===== config.mk =====
export PLATFORM = sky130hd
export DESIGN_NAME = mem_port_arbiter
export DESIGN_NICKNAME = d
export VERILOG_FILES = /design/src/rtl/mem_port_arbiter.sv
export SDC_FILE = /design/constraint.sdc
export NUM_CORES = 1
export LEC_CHECK = 0
export CORE_MARGIN = 4
export CORE_UTILIZATION = 39
export CTS_CLUSTER_DIAMETER = 200
export DETAILED_ROUTE_END_ITERATION = 6
export PLACE_DENSITY = 0.93
export SLEW_MARGIN = 20
export SYNTH_ARGS = -nofsm -noshare
export SYNTH_HDL_FRONTEND = slang
export SYNTH_SLANG_ARGS = --single-unit

===== constraint.sdc =====
create_clock -name clk -period 4.75 [get_ports clk]
set_input_delay 1.425 -clock clk [delete_from_list [all_inputs] [get_ports clk]]
set_output_delay 1.425 -clock clk [all_outputs]
set_load 0.005 [all_outputs]

===== src/rtl/mem_port_arbiter.sv =====
// rtl/mem_port_arbiter.sv - round-robin CPU/debug-unit arbiter for one shared single-port memory
// Three-state FSM (IDLE/BUSY/DONE); the winner's request is latched so later request changes cannot disturb it.
module mem_port_arbiter #(
    parameter int ADDR_W   = 8,
    parameter int READ_LAT = 1
) (
    input  logic              clk,
    input  logic              rst,
    input  logic              cpu_req,
    input  logic              cpu_we,
    input  logic [31:0]       cpu_addr,
    input  logic [31:0]       cpu_wdata,
    output logic              cpu_ack,
    output logic [31:0]       cpu_rdata,
    output logic              mdr_we,
    input  logic              dbu_req,
    input  logic [31:0]       dbu_addr,
    output logic              dbu_ack,
    output logic [31:0]       dbu_rdata,
    output logic [ADDR_W-1:0] mem_addr,
    output logic              mem_we,
    output logic [31:0]       mem_wdata,
    input  logic [31:0]       mem_rdata,
    output logic              busy
);

    typedef enum logic [1:0] {
        IDLE = 2'd0,
        BUSY = 2'd1,
        DONE = 2'd2
    } state_t;

    localparam logic OWNER_CPU = 1'b0;
    localparam logic OWNER_DBU = 1'b1;

    state_t             state_q;
    logic [1:0]         cnt_q;
    logic               owner_q;
    logic               last_grant_q;
    logic               we_q;
    logic [ADDR_W-1:0]  addr_q;
    logic [31:0]        wdata_q;
    logic [31:0]        rbuf_q;
    logic               busy_q;
    logic               cpu_ack_q;
    logic               dbu_ack_q;
    logic               mdr_we_q;
    logic               mem_we_q;

    logic               grant_dbu_d;
    logic               any_req_d;
    logic               unused_addr_bits;

    // On a tie the requester that did not win last time gets the port.
    assign any_req_d   = cpu_req | dbu_req;
    assign grant_dbu_d = dbu_req & (~cpu_req | (last_grant_q == OWNER_CPU));

    assign unused_addr_bits = ^{cpu_addr[1:0], dbu_addr[1:0],
                                cpu_addr[31:ADDR_W+2], dbu_addr[31:ADDR_W+2]};

    always_ff @(posedge clk) begin
        if (rst) begin
            state_q      <= IDLE;
            cnt_q        <= 2'd0;
            owner_q      <= OWNER_CPU;
            last_grant_q <= OWNER_DBU;
            we_q         <= 1'b0;
            addr_q       <= '0;
            wdata_q      <= 32'd0;
            rbuf_q       <= 32'd0;
            busy_q       <= 1'b0;
            cpu_ack_q    <= 1'b0;
            dbu_ack_q    <= 1'b0;
            mdr_we_q     <= 1'b0;
            mem_we_q     <= 1'b0;
        end else begin
            cpu_ack_q <= 1'b0;
            dbu_ack_q <= 1'b0;
            mdr_we_q  <= 1'b0;
            mem_we_q  <= 1'b0;
            case (state_q)
                IDLE: begin
                    if (any_req_d) begin
                        owner_q      <= grant_dbu_d;
                        last_grant_q <= grant_dbu_d;
                        addr_q       <= grant_dbu_d ? dbu_addr[ADDR_W+1:2] : cpu_addr[ADDR_W+1:2];
                        we_q         <= ~grant_dbu_d & cpu_we;
                        wdata_q      <= grant_dbu_d ? 32'd0 : cpu_wdata;
                        mem_we_q     <= ~grant_dbu_d & cpu_we;
                        cnt_q        <= 2'd0;
                        busy_q       <= 1'b1;
                        state_q      <= BUSY;
                    end
                end
                BUSY: begin
                    if (we_q || (cnt_q == 2'(READ_LAT))) begin
                        if (!we_q) begin
                            rbuf_q <= mem_rdata;
                        end
                        cpu_ack_q <= (owner_q == OWNER_CPU);
                        dbu_ack_q <= (owner_q == OWNER_DBU);
                        mdr_we_q  <= (owner_q == OWNER_CPU) & ~we_q;
                        state_q   <= DONE;
                    end else begin
                        cnt_q <= cnt_q + 2'd1;
                    end
                end
                DONE: begin
                    busy_q  <= 1'b0;
                    state_q <= IDLE;
                end
                default: begin
                    busy_q  <= 1'b0;
                    state_q <= IDLE;
                end
            endcase
        end
    end

    // Outputs are forced low for as long as rst is held, not just after its edge.
    assign busy      = ~rst & busy_q;
    assign cpu_ack   = ~rst & cpu_ack_q;
    assign dbu_ack   = ~rst & dbu_ack_q;
    assign mdr_we    = ~rst & mdr_we_q;
    assign mem_we    = ~rst & mem_we_q;
    assign mem_addr  = (rst || !busy_q) ? '0 : addr_q;
    assign mem_wdata = (rst || !busy_q) ? 32'd0 : wdata_q;
    assign cpu_rdata = rst ? 32'd0 : rbuf_q;
    assign dbu_rdata = rst ? 32'd0 : rbuf_q;

endmodule


==> key figures, run 1 <==
Critical path
  • Worst EP arrival: 2660 ps
  • CP max stage cell: clkdlybuf4s50_1
  • Critical Path Start Type: primary input
  • R2r endpoint: wdata_q[9]
  • Req. time, crit path: 3320 ps
  • Setup crit end kind: output port
  • CP max FO: 45
  • Worst R2R Setup Slack: 2920 ps
  • Setup CP Type: primary input to output port
  • Worst R2R Start: state_q[1]
  • Crit path largest cell delay: 500 ps
  • Cell Chain, Critical Path: buf_2 -> buf_4 -> nor2b_1 -> clkdlybuf4s50_1
  • R2R cell count: 4

Route
  • Post-route ant nets: 0
  • Vias per cell: 4.85
  • 1st-iter DRT viols: 84
  • WL final: 10,500 µm
  • DRC: 0
  • Routed length per instance: 14.9 µm
  • Via total after detailed routing: 3,423
  • DRT Pass-1 Iters: 4

Timing
  • Tightest Pin Transition: 944 ps
  • Fmax: 245 MHz
  • PnR worst setup slack: 665 ps
  • Setup violators final: 0
  • Hold Fails Final Rpt: 0
  • Clock Skews: 17.7 ps
  • Slew Limit Fails: 0
  • Period utilization: 0.860
  • Setup TNS Final: 0 ps
  • Hold_ws: 453 ps
  • Slew margin rel.: 0.365
  • Final min period: 4080 ps
  • RSZ-0062 raised after global routing: no

Clock network
  • Num CTS Buffers: 9
  • Clk Latency, worst-skew pair: 350 ps
  • CTS tree: yes
  • Clk pin slew, worst setup/hold paths: 80 ps
  • # H-tree levels: 3
  • Setup Buffers After CTS: 0
  • Cts hold-fix bufs: 0
  • CTS root buf: clkbuf_8
  • CTS resizes: 0
  • CTS Sinks: 84
  • Maximum clock path buffer count: 2

Place
  • Final GP Congestion: 0.762
  • Worst slack, placed: 649 ps
  • # placed instances: 690
  • IO Port Bufs: 193
  • Dpl hpwl: 7920 µm

Flow run
  • Max-cap viol count: 0

Status
  • Outcome: finished clean

Power
  • Cell Pwr Density: 268 nW/µm²
  • IR drop worst, VDD: 0.000139 V
  • LEAKAGE: 2.06 nW

Synthesis
  • Synth Area in Adders: 0.00336
  • Largest family of logic cells by synthesized area: simple AND/OR/NAND/NOR gates
  • Complex-gate fraction of the synthesized area: 0.180
  • Async set or reset register ratio after synthesis: 0
  • Number of synthesized flops with an enable pin: 0
  • Syn nets: 560
  • Cell area after technology mapping: 3720 µm²
  • Yosys cell types: 34
  • Xor and xnor area share after synthesis: 0
  • Synth Flop Type: dfxtp_1
  • Synth Instances: 426
  • Post-Synth Simple-Gate Area: 0.253
  • Part of the Yosys area used for sequential elements: 0.452
  • Warnings from Yosys: 0
  • #FFs+latches synth: 84
  • Post-synthesis mux area share: 0
  • Average cell area after synthesis: 8.73 µm²

Final layout
  • Fin util: 0.610
  • Most frequent cells in the layout: 192 x clkdlybuf4s50_1, 84 x dfxtp_1, 82 x nand2_1
  • N_diodes: 0
  • Area Growth Syn to Fin: 51.6%
  • NumNets Final: 706
  • Non-Filler Instances: 706
  • Most common cell after layout, fill and taps aside: clkdlybuf4s50_1
  • Layout cells sized above 1: 0.104

Floorplan
  • Ports: 242
  • Core Region: 9240 µm²
  • Rows: 35
  • Full die area: 11,200 µm²
  • Initial core utilization: 0.402
  • Die Y: 106 µm
  • Die width: 106 µm

Hold path
  • Worst Hold Depth: 2
  • Min-Delay Path Class: flop to flop
  • Hold path endpoint: rbuf_q[24]
  • Worst hold start: rbuf_q[24]

Global routing
  • Vias in the first global route: 3,518
  • Grt ovf: 0
  • GRT Total Usage: 0.187
  • Initial antenna violation count: 0
  • First-pass GRT wire length: 17,000 µm
  • Largest net degree at the start of global routing: 46
[final cells by class]
type	instances	area (µm²)
Sequential cell	84	1680
Fill cell	768	3600
Tap cell	129	161
Multi-Input combinational cell	274	1630
Inverter	3	11.3
Timing Repair Buffer	200	1980
Clock inverter	6	46.3
Clock buffer	10	128
[state kept, by name (all words and copies together) (netlist names)]
register / count
rbuf_q: 32
wdata_q: 32
addr_q: 8
cnt_q: 2
state_q: 2
busy_q: 1
cpu_ack_q: 1
dbu_ack_q: 1
last_grant_q: 1
mdr_we_q: 1
mem_we_q: 1
owner_q: 1
we_q: 1
[power by group]
part	internal, W	switching [W]	total (W)
Combinational	0.000158	0.000117	0.000274
Sequential	0.000751	0.0000265	0.000778
Clock	0.000194	0.000265	0.000459
[routing by layer]
| layer | track usage | wire length [µm] |
|---|---|---|
| met5 | 0 | 0 |
| met4 | 0.0657 | 183 |
| met3 | 0.0551 | 873 |
| met2 | 0.347 | 5330 |
| met1 | 0.199 | 4140 |
[worst max-delay path, delay by kind of cell]
| family | cells | cell delay [ps] |
|---|---|---|
| simple gates | 1 | 140 |
| buf+inv | 3 | 1090 |
[metrics by stage]
stage | total power [W] | cell area, µm²
global placement | 0.00106 | 5460
global route | 0.00158 | 5640
detailed placement | 0.00107 | 5460
finish | 0.00151 | 5640
CTS | 0.00153 | 5640
floorplan | 0.000931 | 3720
[logic make-up after synthesis]
family / after synthesis
compound gates: 92
fa+ha+maj: 1
buf+inv: 68
flops: 84
simple gates: 181
[worst max-delay path by stage]
stage	startpoint	end	slack, ps	depth (start not counted)
2_1_floorplan	rst	dbu_rdata[13]	830	5
3_3_place_gp	rst	mem_wdata[25]	670	5
3_5_place_dp	rst	mem_wdata[28]	650	5
4_1_cts	rst	mem_wdata[21]	630	5
5_1_grt	rst	mem_wdata[21]	540	5
6_report	rst	cpu_rdata[4]	670	4
[cell usage after synthesis, types with 2 or more instances]
library cell / instances / share of area
o21ai_0: 2 / 0.0027
buf_1: 4 / 0.0040
buf_4: 32 / 0.065
nor2_1: 5 / 0.0050
buf_6: 4 / 0.012
nor2b_1: 38 / 0.064
clkbuf_1: 18 / 0.018
inv_1: 3 / 0.0030
nand2_1: 82 / 0.083
a22o_2: 27 / 0.073
and2_1: 41 / 0.069
a21oi_1: 42 / 0.057
a31o_2: 2 / 0.0047
buf_2: 7 / 0.0094
a311oi_1: 8 / 0.019
dfxtp_1: 84 / 0.45
a22o_1: 5 / 0.012
nor3_1: 6 / 0.0081
(Power assumes the default switching activity.)
==> run 2, diff against run 1 <==
CORE_MARGIN = 5   (was 4)
CORE_UTILIZATION = 36   (was 39)
PLACE_DENSITY = 0.87   (was 0.93)
clock period = 4 ns   (was 4.75 ns; I/O delays follow)
==> run 2 against run 1 <==
Setup slack worse by 290 ps. Critical endpoint is now mem_addr[5]. Clock-buffer cell count unchanged. Cell area up 1.7%. Clock skew down 7.5 ps. First-iteration DRC count up 150%.
==> key figures, run 2 (synthesis gave the netlist of run 1 again) <==
Floorplan
  • Die width: 112 µm
  • Ports: 242
  • Die Y: 112 µm
  • Full die area: 12,500 µm²
  • Initial core utilization: 0.365
  • Rows: 37
  • Core Region: 10,200 µm²

Critical path
  • Critical Path Start Type: primary input
  • Setup CP Type: primary input to output port
  • Worst EP arrival: 2430 ps
  • Req. time, crit path: 2800 ps
  • R2R cell count: 4
  • CP max FO: 23
  • Setup crit end kind: output port

Final layout
  • NumNets Final: 707
  • Largest regs: rbuf_q: 32 flops, wdata_q: 32 flops, addr_q: 8 flops
  • N_diodes: 0
  • Design Area, Final: 5730 µm²
  • Layout cells sized above 1: 0.106
  • Fin util: 0.563
  • Area Growth Syn to Fin: 54.1%
  • Most frequent cells in the layout: 192 x clkdlybuf4s50_1, 84 x dfxtp_1, 82 x nand2_1
  • Most common cell after layout, fill and taps aside: clkdlybuf4s50_1

Power
  • Tot Pwr: 0.00196 W
  • LEAKAGE: 2.10 nW
  • IR drop worst, VDD: 0.000188 V
  • Cell Pwr Density: 342 nW/µm²

Route
  • Via total after detailed routing: 3,361
  • WL final: 10,100 µm
  • DRT Pass-1 Iters: 4
  • 1st-iter DRT viols: 209
  • Vias per cell: 4.71
  • Routed length per instance: 14.2 µm
  • Post-route ant nets: 0
  • DRC: 0

Hold path
  • Min-Delay Path Class: flop to flop
  • Worst Hold Depth: 2

Clock network
  • Setup Buffers After CTS: 0
  • Clk Latency, worst-skew pair: 340 ps
  • Cts hold-fix bufs: 0
  • Maximum clock path buffer count: 2
  • Num CTS Buffers: 9
  • Clk pin slew, worst setup/hold paths: 80 ps
  • CTS tree: yes
  • CTS root buf: clkbuf_8
  • CTS Sinks: 84
  • # H-tree levels: 3
  • CTS resizes: 0

Timing
  • Period utilization: 0.907
  • Fmax: 276 MHz
  • Clock Skews: 10.2 ps
  • Slew margin rel.: 0.368
  • Tightest Pin Transition: 940 ps
  • Slew Limit Fails: 0
  • Setup violators final: 0
  • Final min period: 3630 ps
  • RSZ-0062 raised after global routing: no
  • Hold_ws: 454 ps
  • Setup TNS Final: 0 ps
  • Hold Fails Final Rpt: 0

Place
  • Dpl hpwl: 7730 µm
  • IO Port Bufs: 193
  • Final GP Congestion: 0.821
  • DP Area: 5490 µm²

Global routing
  • Grt ovf: 0
  • Largest net degree at the start of global routing: 47
  • GRT Total Usage: 0.159
  • Initial antenna violation count: 0
  • First-pass GRT wire length: 16,200 µm
  • Vias in the first global route: 3,315

Flow run
  • Max-cap viol count: 0

Status
  • Outcome: finished clean
-- run 2: power breakdown --
part | internal (W) | leakage, nW | switching [W] | total, W
logic | 0.000189 | 1.30 | 0.000137 | 0.000326
registers | 0.000892 | 0.685 | 0.0000301 | 0.000922
clock network | 0.000416 | 0.120 | 0.000296 | 0.000713
-- run 2: worst max-delay path, cell delays in order --
cell,delay [ps]
buf_2,150
nor2b_2,140
buf_4,240
and2_1,180
clkdlybuf4s50_1,510
-- run 2: per-stage QoR --
stage	std cells	setup slack, ps
4_1_cts	714	355
2_1_floorplan	426	534
5_1_grt	714	294
3_5_place_dp	698	371
3_3_place_gp	698	356
6_report	714	373
-- run 2: final cells by class --
| cell class | instances | area (µm²) |
|---|---|---|
| inverter | 3 | 11.3 |
| timing repair buffer | 201 | 2000 |
| fill | 883 | 4450 |
| sequential | 84 | 1680 |
| clock buffer | 10 | 128 |
| tap | 136 | 170 |
| multi-input combinational | 274 | 1630 |
| clock inverter | 6 | 113 |
-- run 2: worst paths after layout --
kind              startpoint     endpoint  slack, ps
setup / recovery         rst  mem_addr[5]        370
hold / removal    rbuf_q[24]   rbuf_q[24]        450
setup reg to reg  state_q[1]  wdata_q[13]       2120
hold reg to reg   rbuf_q[24]   rbuf_q[24]        450
-- run 2: metal layers --
layer	up-vias	global-route usage	routed length, µm
li1	1683	-	-
met2	129	0.284	5080
met5	-	0	0
met3	6	0.0630	885
met4	0	0.0422	77
met1	1543	0.174	4090
